<file path="config.mk">
export PLATFORM = sky130hd
export DESIGN_NAME = lcd_output_controller
export DESIGN_NICKNAME = d
export VERILOG_FILES = /design/src/rtl/lcd_pkg.sv /design/src/rtl/lcd_fifo.sv /design/src/rtl/lcd_output_controller.sv
export SDC_FILE = /design/constraint.sdc
export NUM_CORES = 1
export LEC_CHECK = 0
export ABC_CLOCK_PERIOD_IN_PS = 7700
export BUFFER_PORTS_ARGS = -buffer_cell sky130_fd_sc_hd__clkbuf_2
export CORE_ASPECT_RATIO = 1.25
export CORE_MARGIN = 2
export CORE_UTILIZATION = 45
export DETAILED_ROUTE_END_ITERATION = 6
export PLACE_DENSITY = 0.72
export SYNTH_ARGS = -nofsm -noshare
export SYNTH_HDL_FRONTEND = slang
export SYNTH_HIERARCHICAL = 1
export SYNTH_SLANG_ARGS = --single-unit
</file>
<file path="constraint.sdc">
create_clock -name clock -period 7.7 [get_ports clock]
set_clock_uncertainty 0.2 [all_clocks]
set_input_delay 0.77 -clock clock [delete_from_list [all_inputs] [get_ports clock]]
set_output_delay 0.77 -clock clock [all_outputs]
set_load 0.03 [all_outputs]
</file>
<file path="src/rtl/lcd_pkg.sv">
// Shared types and constants for the LCD output controller: FSM states, RS encodings,
// panel init command list and the slow-command codes that need a longer settle.
package lcd_pkg;

    typedef enum logic [2:0] {
        ST_INIT,
        ST_IDLE,
        ST_SETUP,
        ST_PULSE,
        ST_HOLD
    } lcd_state_e;

    localparam int unsigned ENTRY_W = 9;

    localparam logic RS_CMD  = 1'b0;
    localparam logic RS_DATA = 1'b1;

    localparam logic [7:0] INIT_CMD_FUNCSET = 8'h38;
    localparam logic [7:0] INIT_CMD_DISPON  = 8'h0C;
    localparam logic [7:0] INIT_CMD_CLEAR   = 8'h01;
    localparam logic [7:0] INIT_CMD_ENTRY   = 8'h06;
    localparam int unsigned INIT_COUNT      = 4;

    localparam logic [7:0] SLOW_CLEAR = 8'h01;
    localparam logic [7:0] SLOW_HOME  = 8'h02;

    function automatic logic [7:0] init_cmd(input logic [1:0] idx);
        logic [7:0] cmd;
        case (idx)
            2'd0:    cmd = INIT_CMD_FUNCSET;
            2'd1:    cmd = INIT_CMD_DISPON;
            2'd2:    cmd = INIT_CMD_CLEAR;
            default: cmd = INIT_CMD_ENTRY;
        endcase
        return cmd;
    endfunction

    function automatic logic is_slow(input logic is_cmd, input logic [7:0] byte_v);
        return is_cmd && ((byte_v == SLOW_CLEAR) || (byte_v == SLOW_HOME));
    endfunction

endpackage

</file>
<file path="src/rtl/lcd_fifo.sv">
// Synchronous FIFO of {cmd, byte} entries; pointers carry an extra wrap bit so that
// full and empty are told apart without a separate occupancy counter.
module lcd_fifo
    import lcd_pkg::*;
#(
    parameter int unsigned DEPTH = 16
) (
    input  logic               clock,
    input  logic               reset,
    input  logic               push_i,
    input  logic               pop_i,
    input  logic [ENTRY_W-1:0] data_i,
    output logic [ENTRY_W-1:0] data_o,
    output logic               full_o,
    output logic               empty_o
);

    localparam int unsigned AW = $clog2(DEPTH);

    logic [ENTRY_W-1:0] mem_q [DEPTH];
    logic [AW:0]        wr_q;
    logic [AW:0]        rd_q;

    assign empty_o = (wr_q == rd_q);
    assign full_o  = (wr_q[AW] != rd_q[AW]) && (wr_q[AW-1:0] == rd_q[AW-1:0]);
    assign data_o  = mem_q[rd_q[AW-1:0]];

    always_ff @(posedge clock) begin
        if (reset) begin
            wr_q <= '0;
            rd_q <= '0;
        end else begin
            if (push_i && !full_o) begin
                wr_q <= wr_q + {{AW{1'b0}}, 1'b1};
            end
            if (pop_i && !empty_o) begin
                rd_q <= rd_q + {{AW{1'b0}}, 1'b1};
            end
        end
    end

    always_ff @(posedge clock) begin
        if (push_i && !full_o) begin
            mem_q[wr_q[AW-1:0]] <= data_i;
        end
    end

endmodule

</file>
<file path="src/rtl/lcd_output_controller.sv">
// Queues processor LCD writes and drains them to an HD44780-style panel with EN timing.
// Define LCD_INIT_SEQ_EN to issue the panel init command sequence after every reset.
module lcd_output_controller
    import lcd_pkg::*;
#(
    parameter int unsigned DEPTH         = 16,
    parameter int unsigned EN_CYCLES     = 12,
    parameter int unsigned SETTLE_CYCLES = 2000,
    parameter int unsigned CLEAR_MULT    = 16
) (
    input  logic        clock,
    input  logic        reset,
    input  logic        lcd_write,
    input  logic [31:0] lcd_data,
    output logic        full,
    output logic        busy,
    output logic [7:0]  dropped_count,
    output logic        lcd_en,
    output logic        lcd_rs,
    output logic        lcd_rw,
    output logic [7:0]  lcd_db
);

    localparam int unsigned SLOW_CYCLES = SETTLE_CYCLES * CLEAR_MULT;
    localparam int unsigned HOLD_MAX    = (SLOW_CYCLES > SETTLE_CYCLES) ? SLOW_CYCLES : SETTLE_CYCLES;
    localparam int unsigned CNT_MAX     = (HOLD_MAX > EN_CYCLES) ? HOLD_MAX : EN_CYCLES;
    localparam int unsigned CW          = $clog2(CNT_MAX + 1);

`ifdef LCD_INIT_SEQ_EN
    localparam lcd_state_e RST_STATE = ST_INIT;
`else
    localparam lcd_state_e RST_STATE = ST_IDLE;
`endif

    lcd_state_e         state_q, state_d;
    logic [CW-1:0]      cnt_q, cnt_d;
    logic               en_q, en_d;
    logic               rs_q, rs_d;
    logic [7:0]         db_q, db_d;
    logic               slow_q, slow_d;
    logic [7:0]         drop_q, drop_d;
    logic [2:0]         init_idx_q, init_idx_d;

    logic               fifo_push, fifo_pop, fifo_full, fifo_empty;
    logic [ENTRY_W-1:0] fifo_dout;
    logic               unused_data;

    assign unused_data = ^lcd_data[31:9];
    assign fifo_push   = lcd_write && !fifo_full;

    lcd_fifo #(.DEPTH(DEPTH)) u_fifo (
        .clock   (clock),
        .reset   (reset),
        .push_i  (fifo_push),
        .pop_i   (fifo_pop),
        .data_i  (lcd_data[8:0]),
        .data_o  (fifo_dout),
        .full_o  (fifo_full),
        .empty_o (fifo_empty)
    );

    always_comb begin
        state_d    = state_q;
        cnt_d      = cnt_q;
        en_d       = 1'b0;
        rs_d       = rs_q;
        db_d       = db_q;
        slow_d     = slow_q;
        init_idx_d = init_idx_q;
        fifo_pop   = 1'b0;
        drop_d     = drop_q;

        // full is judged before any same-cycle pop, so such a write is still lost
        if (lcd_write && fifo_full && (drop_q != 8'hFF)) begin
            drop_d = drop_q + 8'd1;
        end

        case (state_q)
            ST_INIT: begin
`ifdef LCD_INIT_SEQ_EN
                rs_d       = RS_CMD;
                db_d       = init_cmd(init_idx_q[1:0]);
                slow_d     = is_slow(1'b1, init_cmd(init_idx_q[1:0]));
                init_idx_d = init_idx_q + 3'd1;
                state_d    = ST_SETUP;
`else
                state_d    = ST_IDLE;
`endif
            end
            ST_IDLE: begin
                if (!fifo_empty) begin
                    fifo_pop = 1'b1;
                    rs_d     = fifo_dout[8] ? RS_CMD : RS_DATA;
                    db_d     = fifo_dout[7:0];
                    slow_d   = is_slow(fifo_dout[8], fifo_dout[7:0]);
                    state_d  = ST_SETUP;
                end
            end
            ST_SETUP: begin
                en_d    = 1'b1;
                cnt_d   = CW'(EN_CYCLES - 1);
                state_d = ST_PULSE;
            end
            ST_PULSE: begin
                if (cnt_q == '0) begin
                    cnt_d   = slow_q ? CW'(SLOW_CYCLES - 1) : CW'(SETTLE_CYCLES - 1);
                    state_d = ST_HOLD;
                end else begin
                    en_d  = 1'b1;
                    cnt_d = cnt_q - {{(CW-1){1'b0}}, 1'b1};
                end
            end
            ST_HOLD: begin
                if (cnt_q == '0) begin
`ifdef LCD_INIT_SEQ_EN
                    state_d = (init_idx_q != 3'(INIT_COUNT)) ? ST_INIT : ST_IDLE;
`else
                    state_d = ST_IDLE;
`endif
                end else begin
                    cnt_d = cnt_q - {{(CW-1){1'b0}}, 1'b1};
                end
            end
            default: state_d = ST_IDLE;
        endcase
    end

    always_ff @(posedge clock) begin
        if (reset) begin
            state_q    <= RST_STATE;
            cnt_q      <= '0;
            en_q       <= 1'b0;
            rs_q       <= 1'b0;
            db_q       <= 8'h00;
            slow_q     <= 1'b0;
            drop_q     <= 8'h00;
            init_idx_q <= 3'd0;
        end else begin
            state_q    <= state_d;
            cnt_q      <= cnt_d;
            en_q       <= en_d;
            rs_q       <= rs_d;
            db_q       <= db_d;
            slow_q     <= slow_d;
            drop_q     <= drop_d;
            init_idx_q <= init_idx_d;
        end
    end

    assign full          = fifo_full;
    assign busy          = (state_q != ST_IDLE) || !fifo_empty;
    assign dropped_count = drop_q;
    assign lcd_en        = en_q;
    assign lcd_rs        = rs_q;
    assign lcd_rw        = 1'b0;
    assign lcd_db        = db_q;

endmodule

</file>
==> results of run 1 <==
==> state kept, by name, indices dropped and copies added, names as in the netlist, named ones only <==
register       count
slow_q             1
u_fifo/rd_q        5
lcd_en             1
u_fifo/mem_q     144
u_fifo/wr_q        5
lcd_db             8
state_q            3
dropped_count      8
lcd_rs             1
cnt_q             15
==> layout make-up <==
type | instances | area, um^2
clock inverter | 15 | 211.5
inverter | 13 | 48.80
fill | 1431 | 8900
sequential | 195 | 5346
timing repair buffer | 34 | 177.7
multi-input combinational | 311 | 2841
tap | 228 | 285.3
clock buffer | 17 | 425.4
==> metrics by stage <==
| step | util, % | setup slack (ps) | hold WS [ps] | total power [W] |
|---|---|---|---|---|
| finish | 51.20 | 4433 | 257.0 | 0.002983 |
| global route | 51.20 | 4232 | 280.7 | 0.003123 |
| detailed placement | 47.71 | 4491 | 247.6 | 0.002074 |
| floorplan | - | 4873 | 253.5 | 0.001907 |
| CTS | 51.20 | 4412 | 258.8 | 0.002996 |
| global placement | 47.71 | 4505 | 248.5 | 0.002046 |
==> routing by layer <==
metal	global-route usage [%]	vias to the layer above
met5	0	-
met4	7.012	0
met3	3.692	23
met2	29.01	170
met1	22.74	2483
li1	-	2255
==> cell usage after synthesis, types with 6 or more instances <==
master,n,area [um^2]
edfxtp_1,144,4324
dfxtp_1,51,1021
mux4_1,32,840.8
nand2_1,30,112.6
nor2_1,30,112.6
a21oi_1,26,130.1
clkbuf_1,18,67.56
and3_1,15,93.84
mux4_2,13,292.8
nor3_1,12,60.06
inv_1,11,41.29
nand4_1,10,62.56
nand3_1,8,40.04
xor2_1,8,70.07
and4_1,7,61.31
ha_1,7,87.58
nor4_1,7,43.79
nor2b_1,6,37.54
o21ai_1,6,30.03
o22ai_1,6,37.54
or3_1,6,37.54
xnor2_1,6,52.55
==> cells by family (layout without fill, tap and decap cells) <==
kind of cell,after synthesis,count (layout),synth area share [%]
buf+inv,46,79,2.576
other cells,1,1,0.04463
compound gates,82,82,6.820
fa+ha+maj,7,7,1.042
mux,53,53,14.52
flops,195,195,63.61
xor+xnor,14,14,1.459
simple gates,154,154,9.932
==> tightest hold or removal path: stages, from the launching register on <==
cell and delay [ps]:
dfxtp_1 310, nand2_1 50, a21oi_1 50
==> how the worst min path moves through the flow <==
stage,from,to,slack (ps),cells past startpoint
3_5_place_dp,lcd_db[5]$_SDFFE_PP0P_,lcd_db[5]$_SDFFE_PP0P_,250,2
4_1_cts,lcd_db[5]$_SDFFE_PP0P_,lcd_db[5]$_SDFFE_PP0P_,260,2
5_1_grt,lcd_db[6]$_SDFFE_PP0P_,lcd_db[6]$_SDFFE_PP0P_,280,2
3_3_place_gp,lcd_db[5]$_SDFFE_PP0P_,lcd_db[5]$_SDFFE_PP0P_,250,2
2_1_floorplan,cnt_q[13]$_SDFFE_PP0P_,cnt_q[13]$_SDFFE_PP0P_,250,1
6_report,lcd_db[6]$_SDFFE_PP0P_,lcd_db[6]$_SDFFE_PP0P_,260,2
==> power by group <==
part | internal (W) | switching [W]
Sequential | 0.00119 | 0.0000965
Combinational | 0.000317 | 0.000462
Clock | 0.000456 | 0.000462
Total | 0.00196 | 0.00102
==> impl_metrics.yaml, run 1 <==
run_status:
  status: "complete, no violations"
worst_setup_path:
  crit_chain: "xnor2_1 > nor2_1 > nor2b_1 > a21boi_2 > and4_1"
  startpoint: "u_fifo/rd_q[4]$_SDFFE_PP0P_"
  crit_buf_inv: 0
  critical_path.max_stage_delay_ps: 610
  arrival_ps: 3150
  cp.required_ps: 7580
  worstReg2RegStart: "u_fifo/rd_q[4]$_SDFFE_PP0P_"
  crit_path_start_kind: "flip-flop"
  path_class: "reg2reg"
  end_kind: "flip-flop"
  critical_path.top_delay_family: "simple AND/OR/NAND/NOR gates"
  setup.worst_path.end: "u_fifo/mem_q[7][4]$_DFFE_PP_"
  rr_endpoint: "u_fifo/mem_q[7][4]$_DFFE_PP_"
  rrSetupSlack_ps: 4430
  cp_max_fo: 17
  worst_path_max_delay_cell: "and4_1"
  r2r_cells: 5
  critical_path_depth: 5
clock_tree:
  cts_resized: 0
  cts_made_buffers: 17
  cts_htree_levels: 4
  postCtsHoldBufs: 0
  cts_root_buf: "clkbuf_16"
  clock_latency_ps: 450
  cts_tree: "yes"
  path_clk_slew_ps: 80
  post_cts_buffers: 0
  cts_buffer_depth: 2
  clock-sinks: 195
place:
  port_buffers: 31
  place_inst: 781
  placed_area_mm2: 0.008700
  dp_hpwl_um: 10870
  gp_congestion: 0.8264
die:
  initial_utilization_pct: 46.08
  die_h_um: 156.8
  die_w_um: 126.2
  rows: 55
  die-area_mm2: 0.01979
  ioPinCount: 56
  core_area_mm2: 0.01824
detailed_routing:
  wl_per_cell_um: 20.38
  drcViolationCount: 0
  dr.pass1.iters: 5
  routed_wirelength_um: 16570
  vias: 4931
  via_per_inst: 6.065
  top_layer_used: "met4"
  wl_met2_um: 8368
  drtAntennaViolNets: 0
  wl_met1_um: 7013
  wl_met3_um: 903
  initialDrtViolationCount: 524
finish:
  drive_gt1_share_pct: 15.73
  final_cell_mix: "edfxtp_1, dfxtp_1, mux4_1"
  num-nets-final: 614
  antenna_cells: 0
  instances_no_fill: 813
  area_delta_synth_final_pct: 11.11
  layout_commonest_cell: "edfxtp_1"
  fin_area_mm2: 0.009336
synthesis:
  syn-num-nets: 594
  synth-seq-area-share_pct: 63.61
  ys_warn_count: 6
  synth-seq-cells: 195
  ys.flop_type: "edfxtp_1"
  synthCells: 552
  synthesis.area_mm2: 0.008403
  yosysUniqueCellTypes: 66
  synthArstFlopShare_pct: 0
  avgSynthCellArea_um2: 15.22
  synth-edff-count: 144
sta:
  setup_viol: 0
  timing.final.max_slew_violations: 0
  fmax_ghz: 0.3061
  worst-slew-pin-transition_ps: 1136
  period_minus_slack_ps: 3267
  finalCritPeriodShare_pct: 42.43
  rsz0062_at_grt: "no"
  slew_headroom_pct: 24.27
  fin_tns_setup_ps: 0
  hold_violations: 0
worst_hold_path:
  hold_class: "reg2reg"
global_routing:
  grt_max_degree: 57
  grt_pass1_vias: 4871
  grt_antenna_before_repair: 0
  gr-total-overflow: 0
  grt_pass1_wl_um: 26390
  grt_usage_pct: 17.53
power_and_ir_drop:
  powerDensity_mw_per_mm2: 319.5
  vdd_drop_max_mv: 0.1919
  power.leakage_nw: 3.176
flow_run:
  max_cap_violations: 0
Note: power is estimated with default switching activity, not from simulation.
==> run 2: changes to the inputs <==
ABC_AREA = 1   (was default)
ABC_CLOCK_PERIOD_IN_PS = 2700   (was 7700)
PLACE_DENSITY = 0.75   (was 0.72)
clock period = 2.7 ns   (was 7.7 ns; I/O delays follow)
==> run 2 against run 1 <==
  * First-iteration DRC count rose by 3.8%
  * Flip-flop and latch count unchanged
  * Sequential share of layout area decreased by 2.5 points
  * Register-to-register slack worse by 4300 ps
  * Final area increased by 4.7%
  * Area after synthesis grew 3.1%
  * Hold slack got worse by 170 ps
  * Critical path depth is 6 higher
  * Count of clock-buffer cells in the layout grew 1
==> impl_metrics.yaml, run 2 <==
synthesis:
  synthCells: 873
  synth_area_leaders: "edfxtp_1, dfxtp_1, nand2_1"
  ys.flop_type: "edfxtp_1"
  synthArstFlopShare_pct: 0
  avgSynthCellArea_um2: 9.919
  synth-seq-cells: 195
  synth.most_common_cell: "edfxtp_1"
  synth-seq-area-share_pct: 61.73
  ys_warn_count: 6
  synth_common_cells: "edfxtp_1, nand2_1, inv_1"
  yosysUniqueCellTypes: 39
  yosysTopAreaCell: "edfxtp_1"
  synthesis.area_mm2: 0.008660
  synth-edff-count: 144
  syn-num-nets: 915
  synth_top_area_share_pct: 49.93
place:
  dp_hpwl_um: 12080
  gp_congestion: 0.8593
  port_buffers: 31
  place_inst: 1129
clock_tree:
  cts_made_buffers: 17
  clock-sinks: 195
  cts_resized: 0
  cts_tree: "yes"
  cts_htree_levels: 4
  cts_buffer_depth: 2
  clock_latency_ps: 430
  cts_root_buf: "clkbuf_16"
  path_clk_slew_ps: 80
worst_setup_path:
  crit_path_start_kind: "flip-flop"
  end_kind: "flip-flop"
  path_class: "reg2reg"
  cp.required_ps: 2550
  cp_max_fo: 9
  arrival_ps: 2390
global_routing:
  grt_max_degree: 81
  grt_pass1_wl_um: 28570
  grt_antenna_before_repair: 0
  gr-total-overflow: 0
  grt_pass1_vias: 5752
  grt_usage_pct: 18.14
detailed_routing:
  wl_met3_um: 828
  wl_met2_um: 9523
  wl_per_cell_um: 15.73
  routed_wirelength_um: 18280
  drtAntennaViolNets: 0
  top_layer_used: "met4"
  vias: 6121
  initialDrtViolationCount: 544
  drcViolationCount: 0
  dr.pass1.iters: 5
  wl_met1_um: 7468
  via_per_inst: 5.268
power_and_ir_drop:
  power.leakage_nw: 3.843
  powerDensity_mw_per_mm2: 924.4
  p_total_w: 0.009039
  vdd_drop_max_mv: 1.027
sta:
  fmax_ghz: 0.3939
  period_minus_slack_ps: 2539
  setup_viol: 0
  worst-slew-pin-transition_ps: 867.4
  hold_violations: 0
  finalCritPeriodShare_pct: 94.03
  rsz0062_at_grt: "no"
  timing.final.max_slew_violations: 0
  slew_headroom_pct: 41.96
die:
  initial_utilization_pct: 45.94
  ioPinCount: 56
  die_h_um: 159.1
  die-area_mm2: 0.02038
  die_w_um: 128.1
  core_area_mm2: 0.01885
  rows: 56
finish:
  final_cell_mix: "edfxtp_1, nand2_1, inv_1"
  largest_register_ffs: 144
  num-nets-final: 959
  antenna_cells: 0
  instances_no_fill: 1162
  drive_gt1_share_pct: 14.19
  layout_commonest_cell: "edfxtp_1"
  area_delta_synth_final_pct: 12.92
worst_hold_path:
  hold_class: "in2reg"
run_status:
  status: "complete, no violations"
flow_run:
  max_cap_violations: 0
-- run 2: final timing paths --
check	from	endpoint	slack, ps	cells after the start
worst max-delay path	u_fifo/wr_q[1]$_SDFFE_PP0P_	u_fifo/mem_q[2][1]$_DFFE_PP_	160	11
worst min-delay path	lcd_write	dropped_count[0]$_SDFFE_PP0P_	80	3
worst max register to register	u_fifo/wr_q[1]$_SDFFE_PP0P_	u_fifo/mem_q[2][1]$_DFFE_PP_	160	11
worst min register to register	dropped_count[4]$_SDFFE_PP0P_	dropped_count[4]$_SDFFE_PP0P_	280	2
-- run 2: worst max-delay path, cell delays in order (launching register included) --
cell and delay [ps]:
dfxtp_1 370, inv_1 140, nand2_1 70, nand2_1 100
nor2_4 60, nand3_4 70, inv_1 50, nor2_1 210
nand2_4 80, inv_4 100, nand2_4 70, nor2_1 650
-- run 2: timing repair --
action                                  CTS  global route
endpoints found under the hold margin     0             0
hold buffers                              0             0
setup buffers                             0             1
endpoints found under the setup margin    0             1
-- run 2: kinds of logic (layout without fill, tap and decap cells) --
| family | count (synthesis) | after routing | synth area share, % |
|---|---|---|---|
| flops | 195 | 195 | 61.73 |
| fa+ha+maj | 7 | 7 | 1.011 |
| other cells | 1 | 1 | 0.04330 |
| buf+inv | 161 | 218 | 7.455 |
| simple gates | 336 | 336 | 17.80 |
| compound gates | 162 | 162 | 10.76 |
| xor+xnor | 11 | 11 | 1.199 |
-- run 2: power by group --
part	internal, W	leakage, nW	switching [W]
Clock	0.00123	0.282	0.00117
Combinational	0.00103	1.84	0.00192
Sequential	0.00341	1.72	0.000273
-- run 2: through the flow --
| stage | worst slack, ps | instance area, um^2 | hold WS (ps) | utilization, % | setup TNS [ps] |
|---|---|---|---|---|---|
| global placement | 227.8 | 9181 | 258.0 | 48.71 | 0 |
| finish | 161.3 | 9778 | 82.26 | 51.88 | 0 |
| global route | 1.151 | 9778 | 99.18 | 51.88 | 0 |
| detailed placement | 192.9 | 9181 | 266.8 | 48.71 | 0 |
| CTS | 171.7 | 9758 | 67.57 | 51.77 | 0 |
| floorplan | -119.7 | 8660 | 168.9 | - | -3158 |
-- run 2: per-layer routing --
| metal | vias up | GRT usage (%) |
|---|---|---|
| li1 | 3032 | - |
| met1 | 2894 | 21.74 |
| met2 | 166 | 32.35 |
| met3 | 29 | 3.226 |
| met4 | 0 | 6.743 |
| met5 | - | 0 |
-- run 2: area by class of cell --
cell class                      count  area (um^2)
Sequential cell                   195         5350
Multi-Input combinational cell    517         2669
Timing Repair Buffer               61        417.9
Tap cell                          232        290.3
Clock inverter                     14        147.6
Fill cell                        1579         9070
Clock buffer                       18        429.2
Inverter                          125        474.2
